[config.mk]
export PLATFORM = sky130hd
export DESIGN_NAME = clk_period_meter
export DESIGN_NICKNAME = d
export VERILOG_FILES = /design/src/rtl/clk_period_meter.sv
export SDC_FILE = /design/constraint.sdc
export NUM_CORES = 1
export LEC_CHECK = 0
export ABC_AREA = 1
export BUFFER_PORTS_ARGS = -buffer_cell sky130_fd_sc_hd__buf_2
export CORE_ASPECT_RATIO = 0.7
export CORE_MARGIN = 8
export CORE_UTILIZATION = 30
export CTS_CLUSTER_SIZE = 16
export DETAILED_ROUTE_END_ITERATION = 10
export SYNTH_ARGS = -nofsm -noshare
export SYNTH_HDL_FRONTEND = slang
export SYNTH_SLANG_ARGS = --single-unit
[constraint.sdc]
create_clock -name incoming_CLK100MHZ -period 2.17 [get_ports incoming_CLK100MHZ]
set_input_delay 0.217 -clock incoming_CLK100MHZ [delete_from_list [all_inputs] [get_ports incoming_CLK100MHZ]]
set_output_delay 0.217 -clock incoming_CLK100MHZ [all_outputs]
set_load 0.03 [all_outputs]
[src/rtl/clk_period_meter.sv]
// Measures period and high time of an asynchronous square wave in reference-clock ticks,
// with a per-period valid strobe and a sticky loss-of-activity timeout.
//
//   state   | meaning
//   --------+---------------------------------------------------------------
//   IDLE    | disarmed; waiting for a rising edge (with enable) to arm
//   MEASURE | armed; each rising edge publishes the period just completed
module clk_period_meter #(
    parameter int CTR_W       = 27,
    parameter int TIMEOUT     = 100_000_000,
    parameter int SYNC_STAGES = 2
) (
    input  logic             incoming_CLK100MHZ,
    input  logic             incoming_RSTN,
    input  logic             sig_in,
    input  logic             enable,
    output logic [CTR_W-1:0] period_cycles,
    output logic [CTR_W-1:0] high_cycles,
    output logic             meas_valid,
    output logic             timeout,
    output logic             busy
);

    localparam logic [0:0] IDLE    = 1'b0;
    localparam logic [0:0] MEASURE = 1'b1;

    localparam logic [CTR_W-1:0] TO_LAST = CTR_W'(TIMEOUT - 1);

    logic [SYNC_STAGES-1:0] sync_q;
    logic                   s_d;
    logic                   s;
    logic                   rise;
    logic                   fall;
    logic [CTR_W-1:0]       ctr;
    logic [CTR_W-1:0]       ctr_p1;
    logic [CTR_W-1:0]       ctr_sat;
    logic [CTR_W-1:0]       hi_tmp;
    logic [0:0]             state;

    assign s       = sync_q[SYNC_STAGES-1];
    assign rise    = s & ~s_d;
    assign fall    = ~s & s_d;
    assign ctr_p1  = ctr + CTR_W'(1);
    // Saturate so an overlong period can never wrap into a plausible small value.
    assign ctr_sat = (ctr == {CTR_W{1'b1}}) ? ctr : ctr_p1;
    assign busy    = (state == MEASURE);

    always_ff @(posedge incoming_CLK100MHZ or negedge incoming_RSTN) begin
        if (!incoming_RSTN) begin
            sync_q <= '0;
            s_d    <= 1'b0;
        end else begin
            sync_q <= {sync_q[SYNC_STAGES-2:0], sig_in};
            s_d    <= s;
        end
    end

    always_ff @(posedge incoming_CLK100MHZ or negedge incoming_RSTN) begin
        if (!incoming_RSTN) begin
            state         <= IDLE;
            ctr           <= '0;
            hi_tmp        <= '0;
            period_cycles <= '0;
            high_cycles   <= '0;
            meas_valid    <= 1'b0;
            timeout       <= 1'b0;
        end else begin
            meas_valid <= 1'b0;
            if (!enable) begin
                state  <= IDLE;
                ctr    <= '0;
                hi_tmp <= '0;
            end else begin
                case (state)
                    IDLE: begin
                        ctr <= '0;
                        if (rise) state <= MEASURE;
                    end
                    MEASURE: begin
                        // A rise on the terminal-count cycle is still a valid measurement.
                        if (rise) begin
                            period_cycles <= ctr_p1;
                            high_cycles   <= hi_tmp;
                            meas_valid    <= 1'b1;
                            timeout       <= 1'b0;
                            ctr           <= '0;
                        end else if (ctr == TO_LAST) begin
                            timeout <= 1'b1;
                            state   <= IDLE;
                            ctr     <= '0;
                        end else begin
                            ctr <= ctr_sat;
                            if (fall) hi_tmp <= ctr_p1;
                        end
                    end
                    default: begin
                        state <= IDLE;
                        ctr   <= '0;
                    end
                endcase
            end
        end
    end

endmodule

==> flow_summary.toml <==
[status]
outcome = "completed"

[routing]
finalWirelength_mm = 15.4
via_count = 4669
via_per_inst = 4.64
drt_first_pass_iters = 5
post-route-drc-count = 0
wire_per_inst_um = 15.2
ant_nets = 0
drt_iter0_markers = 478

[setup_path]
crit_slowest_cell = "dfrtp_1"
cp_cell_sequence = "ha_1 -> nand2_1 -> nor2_4 -> nand2_4 -> nor2_1 -> nand2_1 -> nand2_4 -> buf_4 -> nand3_1 -> nand2_1"
max_stage_delay_ns = 0.41
worstPathMaxFanout = 15
critPathRequiredTime_ns = 2.52
cp-end-kind = "register"
crit_type = "reg2reg"
start_kind = "register"
cp_data_arrival_time_ns = 2.25
cpMostUsedCell = "nand2_1"

[clocking]
path_clk_slew_ns = 0.05
root_buffer = "clkbuf_16"
clock_path_buffers = 2
cts_buffers = 17
postCtsSetupBuffers = 0
cts_sinks = 114
htree_levels = 4
postCtsHoldBufs = 2
cts_resized = 0
cts_tree = "yes"
insertion_delay_ns = 0.42

[logic_synthesis]
syn_area_um2 = 5410
synth.largest_area_cell = "dfrtp_1"
ys_top_cells_by_count = "287 x nand2_1, 114 x dfrtp_1, 62 x nor2_1, 53 x nand3_1, 40 x inv_1"
synthXorXnorAreaFrac = 0.0130
synthCells = 684
syn-num-nets = 689
synth-simple-area-share = 0.339
synth-edff-count = 0
seq_area_frac_synth = 0.527
synth_most_common_cell = "nand2_1"
synth_ff_type = "dfrtp_1"
synth_mux_area_frac = 0
synth_top_family_by_area = "simple AND/OR/NAND/NOR gates"
ys_seq_elements = 114
yosysWarnings = 0
yosysUniqueCellTypes = 26
syn_avg_cell_area_um2 = 7.91
synth_fa_ha_area_frac = 0.00231
synth-async-reset-ratio = 1.00
synth_compound_area_frac = 0.0629
synth_top_area_share = 0.527
synthTopCellsByArea = "dfrtp_1 53%, nand2_1 20%, nand3_1 4.9%"

[floorplan]
die_h_um = 128
ioPinCount = 61
fp.coreArea_um2 = 17900
placementRows = 41
dieArea_um2 = 22700
initial_utilization = 0.303
fp.dieW_um = 176

[place]
numPortBuffers = 60
pre_cts_ws_ns = 0.321
dp_cells = 973
dpl.hpwl_mm = 11.4
gp_congestion = 0.935

[timing]
tightestPinTransition_ns = 0.412
finalCritPeriodShare = 0.876
setup_tns_ns = 0
relSlewSlack = 0.725
timing.hold.ws_ns = 0.285
finalMaxSlewViolations = 0
grt_setup_unrepaired = "no"
hold_violations = 0
layout_setup_ws_ns = 0.270
final-setup-viol-count = 0
finalCriticalPeriod_ns = 1.90
fin_worst_skew_ns = 0.00738
clock.fmax_mhz = 526

[layout]
final_nets = 763
drive_gt1_frac = 0.185
diodes = 0
layout.cells.non_filler = 1007
area_growth_pct = 23.5

[power_and_ir_drop]
peakVddDrop_uv = 371
power_leakage_nw = 3.38
p_per_area_nw_per_um2 = 784
p_total_mw = 5.24

[global_routing]
antenna_found_initial = 0
grt.overflow.total = 0
grt_max_degree = 51
grt_usage = 0.138
grt_pass1_vias = 4427
grt_pass1_wl_mm = 24.4

[job]
drv_cap = 0

[worst_hold_path]
hold_path_class = "in2async"
metal layers:
metal  global-route usage  part of all wire  vias to the layer above
met4               0.0414             0.011                        0
met2                0.189              0.40                      150
li1                     -                 -                     2302
met5                    0                 0                        -
met1                0.205              0.51                     2199
met3               0.0404             0.078                       18
state kept, by name (all words and copies together), names as in the netlist:
| signal | count |
|---|---|
| sync_q | 2 |
| meas_valid | 1 |
| high_cycles | 27 |
| period_cycles | 27 |
| busy | 1 |
| hi_tmp | 27 |
| timeout | 1 |
| ctr | 27 |
| s_d | 1 |
placed cells by master (no fill, tap or decap), drive strengths merged:
cell,instances
a21oi,25
buf,76
bufinv,3
clkbuf,20
clkinv,5
clkinvlp,2
dfrtp,114
dlygate4sd3,2
ha,1
inv,46
nand2,297
nand3,54
nand3b,1
nand4,8
nor2,73
nor3,1
o21a,1
o21ai,31
o21bai,3
xor2,8
stage by stage:
step	area (um^2)	util
floorplan	5410	-
global placement	6050	0.339
detailed placement	6050	0.339
CTS	6680	0.374
global route	6680	0.374
finish	6680	0.374
cell families after synthesis:
kind of cell             count (synthesis)
AO/OA/AOI/OAI                           60
XOR/XNOR                                 8
adder cells (fa/ha/maj)                  1
buffers and inverters                   67
flip-flops                             114
AND/OR/NAND/NOR                        434
final cells by class:
type                    instances  area (um^2)
clock inverters                12          155
flip-flops and latches        114         2850
fillers                      1882        11200
multi-input cells             503         2260
repair buffers                 78          493
well taps                     236          295
inverters                      44          165
clock buffers                  20          457
power breakdown:
part,switching (mW),internal [mW],total [mW]
sequential,0.00988,2.15,2.16
clock,1.03,1.87,2.90
combinational,0.138,0.0419,0.180
worst max-delay path, delay by kind of cell, from the launching register on:
| kind | cells | cell delay (ns) |
|---|---|---|
| simple gates | 8 | 0.95 |
| fa+ha+maj | 1 | 0.24 |
| flops | 1 | 0.41 |
| buf+inv | 1 | 0.23 |
final timing paths:
path / startpoint / slack [ns] / cells after the start / endpoint
max in group asynchronous: incoming_RSTN / 1.26 / 3 / period_cycles[24]
worst max-delay path: ctr[1] / 0.27 / 10 / hi_tmp[9]
worst max register to register: ctr[1] / 0.27 / 10 / hi_tmp[9]
min in group incoming_CLK100MHZ: enable / 0.30 / 5 / busy
worst min-delay path: incoming_RSTN / 0.29 / 2 / period_cycles[4]
worst min register to register: sync_q[0] / 0.36 / 0 / sync_q[1]
No activity file was read; power rests on OpenSTA's default activity.
